--- config.mk ---
export PLATFORM = sky130hd
export DESIGN_NAME = shot_ctrl_flat
export DESIGN_NICKNAME = d
export VERILOG_FILES = /design/src/rtl/shot_ctrl_if.sv /design/src/rtl/shot_ctrl.sv /design/src/flat_wrapper.sv
export SDC_FILE = /design/constraint.sdc
export NUM_CORES = 1
export LEC_CHECK = 0
export CORE_MARGIN = 1.5
export CORE_UTILIZATION = 40
export DETAILED_ROUTE_END_ITERATION = 12
export PLACE_DENSITY = 0.69
export SYNTH_ARGS = -nofsm -noshare
export SYNTH_HDL_FRONTEND = slang
export SYNTH_SLANG_ARGS = --single-unit
--- constraint.sdc ---
create_clock -name clk_slw -period 6.2 [get_ports clk_slw]
set_input_delay 0.62 -clock clk_slw [delete_from_list [all_inputs] [get_ports clk_slw]]
set_output_delay 0.62 -clock clk_slw [all_outputs]
set_load 0.005 [all_outputs]
--- src/rtl/shot_ctrl_if.sv ---
// Bundle of the gun controller's button, coordinate and status signals.
// The bench drives through master; shot_ctrl sits on slave.
interface shot_ctrl_if #(
  parameter int unsigned W = 11
);
  logic         fire;
  logic         reload;
  logic [3:0]   dir_but_in;
  logic [W-1:0] sniper_x;
  logic [W-1:0] sniper_y;
  logic [W-1:0] duck_x;
  logic [W-1:0] duck_y;
  logic         duck_alive;
  logic [3:0]   dir_but_out;
  logic         flash;
  logic         hit;
  logic         miss;
  logic         dry_fire;
  logic         reload_done;
  logic [1:0]   ammo;
  logic [7:0]   hit_count;

  modport master (
    output fire, reload, dir_but_in, sniper_x, sniper_y, duck_x, duck_y, duck_alive,
    input  dir_but_out, flash, hit, miss, dry_fire, reload_done, ammo, hit_count
  );

  modport slave (
    input  fire, reload, dir_but_in, sniper_x, sniper_y, duck_x, duck_y, duck_alive,
    output dir_but_out, flash, hit, miss, dry_fire, reload_done, ammo, hit_count
  );
endinterface

--- src/rtl/shot_ctrl.sv ---
// Frame-rate gun controller: trigger/reload edge detection, hit judgement against the
// duck window, ammo bookkeeping and flash/cooldown/reload timing with aim freeze.
module shot_ctrl #(
  parameter int unsigned W             = 11,
  parameter int unsigned AMMO_MAX      = 3,
  parameter int unsigned HIT_HALF      = 24,
  parameter int unsigned FLASH_FRAMES  = 4,
  parameter int unsigned COOL_FRAMES   = 12,
  parameter int unsigned RELOAD_FRAMES = 60
) (
  input logic        clk_slw,
  input logic        rst,
  shot_ctrl_if.slave bus
);

  typedef enum logic [1:0] {StIdle, StFire, StCool, StReload} state_e;

  localparam logic [1:0] AmmoMax  = 2'(AMMO_MAX);
  localparam logic [7:0] FlashLd  = 8'(FLASH_FRAMES - 1);
  localparam logic [7:0] CoolLd   = 8'(COOL_FRAMES - 1);
  localparam logic [7:0] ReloadLd = 8'(RELOAD_FRAMES - 1);
  localparam logic [W:0] HitHalf  = (W+1)'(HIT_HALF);

  state_e     state_q;
  logic [7:0] cnt_q;
  logic [1:0] ammo_q;
  logic [7:0] hit_count_q;
  logic       fire_q, reload_q;
  logic       hit_q, miss_q, dry_q, done_q;

  logic fire_e, reload_e;
  assign fire_e   = bus.fire & ~fire_q;
  assign reload_e = bus.reload & ~reload_q;

  // One extra bit with zero-extended operands keeps 0 vs 2^W-1 from wrapping.
  logic signed [W:0] dx, dy;
  logic        [W:0] adx, ady;
  logic              in_win;
  assign dx     = $signed({1'b0, bus.sniper_x}) - $signed({1'b0, bus.duck_x});
  assign dy     = $signed({1'b0, bus.sniper_y}) - $signed({1'b0, bus.duck_y});
  assign adx    = dx[W] ? $unsigned(-dx) : $unsigned(dx);
  assign ady    = dy[W] ? $unsigned(-dy) : $unsigned(dy);
  assign in_win = bus.duck_alive && (adx <= HitHalf) && (ady <= HitHalf);

  always_ff @(posedge clk_slw) begin
    if (!rst) begin
      state_q     <= StIdle;
      cnt_q       <= 8'd0;
      ammo_q      <= AmmoMax;
      hit_count_q <= 8'd0;
      fire_q      <= 1'b1;
      reload_q    <= 1'b1;
      hit_q       <= 1'b0;
      miss_q      <= 1'b0;
      dry_q       <= 1'b0;
      done_q      <= 1'b0;
    end else begin
      fire_q   <= bus.fire;
      reload_q <= bus.reload;
      hit_q    <= 1'b0;
      miss_q   <= 1'b0;
      dry_q    <= 1'b0;
      done_q   <= 1'b0;
      unique case (state_q)
        StIdle: begin
          if (fire_e) begin
            if (ammo_q != 2'd0) begin
              ammo_q  <= ammo_q - 2'd1;
              state_q <= StFire;
              cnt_q   <= FlashLd;
              if (in_win) begin
                hit_q <= 1'b1;
                if (hit_count_q != 8'hFF) hit_count_q <= hit_count_q + 8'd1;
              end else begin
                miss_q <= 1'b1;
              end
            end else begin
              dry_q   <= 1'b1;
              state_q <= StReload;
              cnt_q   <= ReloadLd;
            end
          end else if (reload_e && (ammo_q < AmmoMax)) begin
            state_q <= StReload;
            cnt_q   <= ReloadLd;
          end
        end
        StFire: begin
          if (cnt_q == 8'd0) begin
            state_q <= StCool;
            cnt_q   <= CoolLd;
          end else begin
            cnt_q <= cnt_q - 8'd1;
          end
        end
        StCool: begin
          if (cnt_q == 8'd0) begin
            if (ammo_q != 2'd0) begin
              state_q <= StIdle;
            end else begin
              state_q <= StReload;
              cnt_q   <= ReloadLd;
            end
          end else begin
            cnt_q <= cnt_q - 8'd1;
          end
        end
        StReload: begin
          if (cnt_q == 8'd0) begin
            ammo_q  <= AmmoMax;
            done_q  <= 1'b1;
            state_q <= StIdle;
          end else begin
            cnt_q <= cnt_q - 8'd1;
          end
        end
        default: state_q <= StIdle;
      endcase
    end
  end

  // Aim freeze is combinational so the crosshair stops on the very first flash frame.
  assign bus.dir_but_out = (state_q == StFire) ? 4'b0000 : bus.dir_but_in;
  assign bus.flash       = (state_q == StFire);
  assign bus.hit         = hit_q;
  assign bus.miss        = miss_q;
  assign bus.dry_fire    = dry_q;
  assign bus.reload_done = done_q;
  assign bus.ammo        = ammo_q;
  assign bus.hit_count   = hit_count_q;

endmodule

--- src/flat_wrapper.sv ---
// flat-port wrapper written by rule: the top's interface ports become plain ports
module shot_ctrl_flat 
#(
  parameter int unsigned W             = 11,
  parameter int unsigned AMMO_MAX      = 3,
  parameter int unsigned HIT_HALF      = 24,
  parameter int unsigned FLASH_FRAMES  = 4,
  parameter int unsigned COOL_FRAMES   = 12,
  parameter int unsigned RELOAD_FRAMES = 60
)
  (clk_slw, rst, bus_fire, bus_reload, bus_dir_but_in, bus_sniper_x, bus_sniper_y, bus_duck_x, bus_duck_y, bus_duck_alive, bus_dir_but_out, bus_flash, bus_hit, bus_miss, bus_dry_fire, bus_reload_done, bus_ammo, bus_hit_count);
  shot_ctrl_if #(.W(W)) bus_i ();
  input logic clk_slw;
  input logic rst;
  input wire logic [$bits(bus_i.fire)-1:0] bus_fire;
  input wire logic [$bits(bus_i.reload)-1:0] bus_reload;
  input wire logic [$bits(bus_i.dir_but_in)-1:0] bus_dir_but_in;
  input wire logic [$bits(bus_i.sniper_x)-1:0] bus_sniper_x;
  input wire logic [$bits(bus_i.sniper_y)-1:0] bus_sniper_y;
  input wire logic [$bits(bus_i.duck_x)-1:0] bus_duck_x;
  input wire logic [$bits(bus_i.duck_y)-1:0] bus_duck_y;
  input wire logic [$bits(bus_i.duck_alive)-1:0] bus_duck_alive;
  output wire logic [$bits(bus_i.dir_but_out)-1:0] bus_dir_but_out;
  output wire logic [$bits(bus_i.flash)-1:0] bus_flash;
  output wire logic [$bits(bus_i.hit)-1:0] bus_hit;
  output wire logic [$bits(bus_i.miss)-1:0] bus_miss;
  output wire logic [$bits(bus_i.dry_fire)-1:0] bus_dry_fire;
  output wire logic [$bits(bus_i.reload_done)-1:0] bus_reload_done;
  output wire logic [$bits(bus_i.ammo)-1:0] bus_ammo;
  output wire logic [$bits(bus_i.hit_count)-1:0] bus_hit_count;
  assign bus_i.fire = bus_fire;
  assign bus_i.reload = bus_reload;
  assign bus_i.dir_but_in = bus_dir_but_in;
  assign bus_i.sniper_x = bus_sniper_x;
  assign bus_i.sniper_y = bus_sniper_y;
  assign bus_i.duck_x = bus_duck_x;
  assign bus_i.duck_y = bus_duck_y;
  assign bus_i.duck_alive = bus_duck_alive;
  assign bus_dir_but_out = bus_i.dir_but_out;
  assign bus_flash = bus_i.flash;
  assign bus_hit = bus_i.hit;
  assign bus_miss = bus_i.miss;
  assign bus_dry_fire = bus_i.dry_fire;
  assign bus_reload_done = bus_i.reload_done;
  assign bus_ammo = bus_i.ammo;
  assign bus_hit_count = bus_i.hit_count;
  shot_ctrl #(.W(W), .AMMO_MAX(AMMO_MAX), .HIT_HALF(HIT_HALF), .FLASH_FRAMES(FLASH_FRAMES), .COOL_FRAMES(COOL_FRAMES), .RELOAD_FRAMES(RELOAD_FRAMES)) u_core (.clk_slw(clk_slw), .rst(rst), .bus(bus_i));
endmodule
==> results of run 1 <==
## cells by family after synthesis
kind of cell | Yosys count | synth area share, %
compound gates | 114 | 27.5
xor+xnor | 16 | 4.62
fa+ha+maj | 29 | 12.4
buf+inv | 44 | 5.48
flops | 26 | 17.1
mux | 11 | 3.63
simple gates | 166 | 29.2
## power groups by stage
stage / Combinational [uW] / Sequential [uW] / Clock, uW
after floorplan: 401 / 225 / 0
after global placement: 528 / 244 / 0
after detailed placement: 541 / 245 / 0
after CTS: 548 / 242 / 146
after global routing: 617 / 252 / 153
final: 551 / 243 / 142
## per-layer routing
layer | routed length (um) | track usage [%] | vias up
met1 | 3740 | 24.9 | 1464
met5 | 0 | 0 | -
met4 | 21 | 2.78 | 0
met3 | 344 | 2.79 | 2
li1 | - | - | 1646
met2 | 3590 | 32.5 | 87
## stage by stage
step	util, %	worst slack (ns)	total power, uW	area (sq um)
3_5_place_dp	52.7	1.79	786	3840
5_1_grt	53.7	1.80	1020	3910
2_1_floorplan	-	2.61	626	3040
6_report	53.7	2.09	936	3910
3_3_place_gp	52.7	1.87	772	3840
4_1_cts	53.7	2.09	936	3910
## sequential cells by signal, indices dropped and copies added (netlist names)
register                cells
u_core.reload_q             1
u_core.bus.miss             1
u_core.cnt_q                8
u_core.bus.hit              1
u_core.bus.dry_fire         1
u_core.state_q              2
u_core.bus.hit_count        8
u_core.bus.reload_done      1
u_core.bus.ammo             2
u_core.fire_q               1
## cell usage after synthesis, types with 2 or more instances
| master | count | area [sq um] |
|---|---|---|
| and2_1 | 8 | 50.1 |
| or2_2 | 4 | 25.0 |
| o21a_1 | 6 | 45.0 |
| a21o_1 | 6 | 45.0 |
| a31oi_1 | 4 | 25.0 |
| a21oi_1 | 16 | 80.1 |
| nor3_1 | 10 | 50.1 |
| nor4_1 | 6 | 37.5 |
| o2111ai_1 | 6 | 52.6 |
| a2111oi_0 | 2 | 17.5 |
| a221o_1 | 2 | 20.0 |
| a221oi_1 | 3 | 26.3 |
| o211a_1 | 2 | 20.0 |
| inv_1 | 35 | 131 |
| nand3b_1 | 6 | 45.0 |
| o22ai_1 | 4 | 25.0 |
| a31o_2 | 4 | 35.0 |
| or4_1 | 2 | 15.0 |
| or3b_2 | 2 | 17.5 |
| or3_1 | 5 | 31.3 |
| o31ai_1 | 3 | 22.5 |
| nor2b_1 | 7 | 43.8 |
| nand2_1 | 39 | 146 |
| nand3_1 | 13 | 65.1 |
| o21bai_1 | 3 | 22.5 |
| o21ai_0 | 21 | 105 |
| xor2_1 | 9 | 78.8 |
| and3_1 | 4 | 25.0 |
| o221ai_1 | 2 | 17.5 |
| mux2i_1 | 11 | 110 |
| nor2_1 | 32 | 120 |
| dfxtp_1 | 26 | 521 |
| xnor2_1 | 7 | 61.3 |
| a211oi_1 | 9 | 67.6 |
| a22oi_1 | 2 | 15.0 |
| o311a_1 | 2 | 20.0 |
| nand2b_1 | 11 | 68.8 |
| o211ai_1 | 4 | 30.0 |
| nand4_1 | 6 | 37.5 |
| clkbuf_1 | 8 | 30.0 |
| fa_1 | 2 | 40.0 |
| a211o_1 | 4 | 35.0 |
| ha_1 | 27 | 338 |
## worst paths after layout
kind / endpoint / slack, ns / cells past startpoint / startpoint
worst max-delay path: u_core.bus.hit_count[7]$_SDFFE_PN0P_ / 2.09 / 13 / bus_duck_y[0]
worst min-delay path: u_core.bus.hit_count[5]$_SDFFE_PN0P_ / 0.49 / 2 / u_core.bus.hit_count[5]$_SDFFE_PN0P_
worst max register to register: u_core.bus.hit_count[7]$_SDFFE_PN0P_ / 3.38 / 7 / u_core.bus.ammo[0]$_SDFFE_PN1P_
worst min register to register: u_core.bus.hit_count[5]$_SDFFE_PN0P_ / 0.49 / 2 / u_core.bus.hit_count[5]$_SDFFE_PN0P_
## area by class of cell
cell class	instances	area share [%]
inverters	35	3.36
clock inverters	1	0.767
clock buffers	3	1.05
well taps	99	3.16
flip-flops and latches	26	13.3
repair buffers	72	18.4
multi-input cells	336	60.0
## tightest hold or removal path, cell delays in order (launching register included)
cell,delay [ns]
dfxtp_1,0.34
nand2_1,0.06
mux2i_1,0.05
==> results.cfg, run 1 <==
[pwr]
max-vdd-ir-drop_mv = 0.136
p_switching_uw = 398
internal-power_uw = 538
power.density_mw_per_mm2 = 239
swShare_pct = 42.5
leakage_uw = 0.00160
sequentialPowerShare_pct = 26.0
clkPwrFrac_pct = 15.1
combinationalPowerShare_pct = 58.9

[route]
detail-route-antenna-nets = 0
first_iter_violations = 147
avgViaCountPerCell = 5.59
drc = 0
wl_um = 7690
vias = 3199
dr.pass1.iters = 4
post_drt_wl_per_cell_um = 13.4

[timing]
layout_min_cycle_time_ns = 4.11
tightest_slew_ns = 0.809
fmax_ghz = 0.243
drv_slew = 0
slew_headroom_pct = 45.6
setup_viol = 0
fin_skew_ns = 0.00280
rsz0062_at_grt = no
hold_viol = 0
whs_ns = 0.493
setup_tns_ns = 0
timing.final.crit_share_pct = 66.3

[yosys]
synth_cells = 406
yosysUniqueCellTypes = 64
synth_fp_nets = 488
async_flop_share_pct = 0
synth_edf_count = 0
synthFlopType = dfxtp_1
yosysWarnings = 0
yosysSeqAreaShare_pct = 17.1
postSynthAreaPerCell_sq_um = 7.48
ys_ff_latch = 26
netlist_area_sq_mm = 0.00304

[placed_design]
dp_cells = 568
io_buffers = 71
place.gp.congestion = 0.867
hpwl_um = 6170

[worst_hold_path]
hp-class = reg -> reg

[clocking]
post_cts_buffers = 0
htree_levels = 1
holdBufCountCts = 0
cts_resized = 0
clockBufferDepth = 2
cts_tree = built
cts_root_buf = clkbuf_8
numCtsBuffers = 3
clock_latency_ns = 0.28
path_clk_slew_ns = 0.09
clock-sinks = 26

[critical_path]
end_kind = flop
start_kind = input pin
crit_chain = clkdlybuf4s50_1 -> ha_1 -> inv_1 -> fa_1 -> a21o_1 -> a221oi_1 -> xnor2_1 -> a211oi_2 -> nor3_1 -> a211oi_1 -> nand4_2 -> nor4_1 -> mux2i_1
cp.arrival_ns = 4.32
worst_path_max_delay_cell = nor4_1
critPathMaxFanout = 8
critPathRequiredTime_ns = 6.41
critPathKind = in -> reg
crit_family = compound AO/OA/AOI/OAI gates
max_stage_delay_ns = 0.48
crit_buf_inv = 2

[outcome]
status = finished, final reports clean

[global_route]
grt_max_degree = 25
gr-total-overflow = 0
grt_pass1_vias = 3018
grt_pass1_wl_um = 13300
grt_usage_pct = 18.7
antenna_found_initial = 0

[floorplanning]
die_area_sq_mm = 0.00812
fp.coreArea_sq_mm = 0.00729
num_rows = 31
fp.dieW_um = 90.1
num_io_pins = 72
die_h_um = 90.1
initial_core_util_pct = 41.6

[cells_and_area]
drive_gt1_share_pct = 5.92
regArea_sq_um = 520
n_fill_cell = 727
area_delta_synth_final_pct = 28.9
final_common_cell = clkdlybuf4s50_1
layout.cells.non_filler = 572
layout_common_cells = 71 x clkdlybuf4s50_1, 39 x nand2_1, 35 x inv_1
antenna_cells = 0
multiInputGateArea_sq_mm = 0.00235
fin_nets = 556

[job]
maxCapViolCount = 0
(Power assumes the default switching activity.)
==> run 2, diff against run 1 <==
==> constraint.sdc (replaced) <==
create_clock -name clk_slw -period 3.8 [get_ports clk_slw]
set_input_delay 0.38 -clock clk_slw [delete_from_list [all_inputs] [get_ports clk_slw]]
set_output_delay 0.38 -clock clk_slw [all_outputs]
set_load 0.005 [all_outputs]
==> run 2 against run 1 <==
Net effect: worst hold slack lost 0.0013 ns; critical path type unchanged; register-to-register slack lost 2.0 ns; clock skew grew 0.0015 ns; total power grew 69%; non-clock buffer count grew 33; sequential cell count is the same; largest cell class unchanged; final area grew 7.3%; critical endpoint unchanged; final cell count grew 5.8%; global-route usage grew 0.30 points.
==> results.cfg, run 2 (synthesis gave the netlist of run 1 again) <==
[cells_and_area]
fin_nets = 589
area_delta_synth_final_pct = 38.4
final_common_cell = clkdlybuf4s50_1
design_area_sq_mm = 0.00420
layout_common_cells = 71 x clkdlybuf4s50_1, 39 x nand2_1, 35 x inv_1
drive_gt1_share_pct = 12.8
final_util_pct = 57.6
antenna_cells = 0

[route]
drc = 0
post_drt_wl_per_cell_um = 12.9
dr.pass1.iters = 4
detail-route-antenna-nets = 0
avgViaCountPerCell = 5.47
wl_um = 7780
vias = 3308
first_iter_violations = 114

[clocking]
clockBufferDepth = 2
cts_root_buf = clkbuf_8
clock_latency_ns = 0.27
post_cts_buffers = 0
htree_levels = 1
numCtsBuffers = 3
path_clk_slew_ns = 0.09
cts_tree = built
clock-sinks = 26

[timing]
layout_min_cycle_time_ns = 3.65
slew_headroom_pct = 56.2
fin_skew_ns = 0.00427
whs_ns = 0.492
fin_ws_ns = 0.152
fmax_ghz = 0.274
timing.final.crit_share_pct = 96.0
drv_slew = 0
tightest_slew_ns = 0.653
hold_viol = 0
setup_tns_ns = 0
setup_viol = 0
rsz0062_at_grt = no

[floorplanning]
initial_core_util_pct = 41.6
fp.dieW_um = 90.1
die_h_um = 90.1
num_io_pins = 72
num_rows = 31
die_area_sq_mm = 0.00812
fp.coreArea_sq_mm = 0.00729

[critical_path]
cp.arrival_ns = 3.86
end_kind = flop
critPathRequiredTime_ns = 4.01
critPathMaxFanout = 7
critPathKind = in -> reg
start_kind = input pin

[global_route]
grt_pass1_wl_um = 13500
antenna_found_initial = 0
grt_pass1_vias = 3170
grt_max_degree = 25
gr-total-overflow = 0
grt_usage_pct = 19.0

[placed_design]
pre_cts_slack_ns = -0.239
hpwl_um = 6230
io_buffers = 71
place.gp.congestion = 0.829
place_area_sq_mm = 0.00409

[pwr]
sequentialPowerShare_pct = 25.1
max-vdd-ir-drop_mv = 0.299
internal-power_uw = 922
combinationalPowerShare_pct = 60.3
leakage_uw = 0.00177
swShare_pct = 41.6
power.density_mw_per_mm2 = 376
clkPwrFrac_pct = 14.6
p_switching_uw = 656

[outcome]
status = finished, final reports clean

[worst_hold_path]
hp-class = reg -> reg

[job]
maxCapViolCount = 0
[run 2: metal layers]
layer / GRT usage [%] / vias up / share of wire, % / routed length, um
met4: 5.03 / 0 / 1.5 / 119
met5: 0 / - / 0 / 0
met2: 32.7 / 73 / 46 / 3570
li1: - / 1704 / - / -
met3: 2.71 / 14 / 4.1 / 316
met1: 24.8 / 1517 / 49 / 3780
[run 2: through the flow]
step                      std cells  power, uW
after floorplan                 406       1020
after global placement          601       1310
after detailed placement        601       1320
after CTS                       605       1570
after global routing            605       1720
final                           605       1580
[run 2: cell type report]
type	instances	area, sq um
repair buffers	105	966
clock buffers	3	41.3
inverters	35	131
well taps	99	124
fillers	697	3090
clock inverters	1	30.0
multi-input cells	336	2390
flip-flops and latches	26	520
[run 2: repair_timing]
item	4_1_cts	5_1_grt
endpoints found under the hold margin	0	0
hold buffers	0	0
endpoints found under the setup margin	0	8
gates resized for setup	0	7
[run 2: path summary, 6_finish.rpt]
path / startpoint / end / slack (ns) / cells after the start
max: bus_duck_y[0] / u_core.bus.hit_count[7]$_SDFFE_PN0P_ / 0.15 / 14
min: u_core.bus.hit_count[5]$_SDFFE_PN0P_ / u_core.bus.hit_count[5]$_SDFFE_PN0P_ / 0.49 / 2
max reg2reg: u_core.cnt_q[2]$_SDFFE_PN0P_ / u_core.cnt_q[6]$_SDFFE_PN0P_ / 1.37 / 8
min reg2reg: u_core.bus.hit_count[5]$_SDFFE_PN0P_ / u_core.bus.hit_count[5]$_SDFFE_PN0P_ / 0.49 / 2
[run 2: power by group through the flow]
| stage | clock network [uW] | registers, uW | logic [uW] |
|---|---|---|---|
| global route | 247 | 407 | 1070 |
| floorplan | 0 | 368 | 654 |
| detailed placement | 0 | 399 | 926 |
| CTS | 236 | 394 | 935 |
| finish | 230 | 397 | 952 |
| global placement | 0 | 398 | 910 |
[run 2: critical path: stages]
cell and delay (ns):
clkdlybuf4s50_1 0.46, ha_1 0.16, inv_1 0.05, fa_1 0.41
a21o_1 0.23, a211o_1 0.35, a221oi_2 0.30, o2111ai_1 0.19
o32ai_2 0.18, nor3b_4 0.26, o2111ai_2 0.13, buf_4 0.20
nor4_2 0.36, mux2i_1 0.21
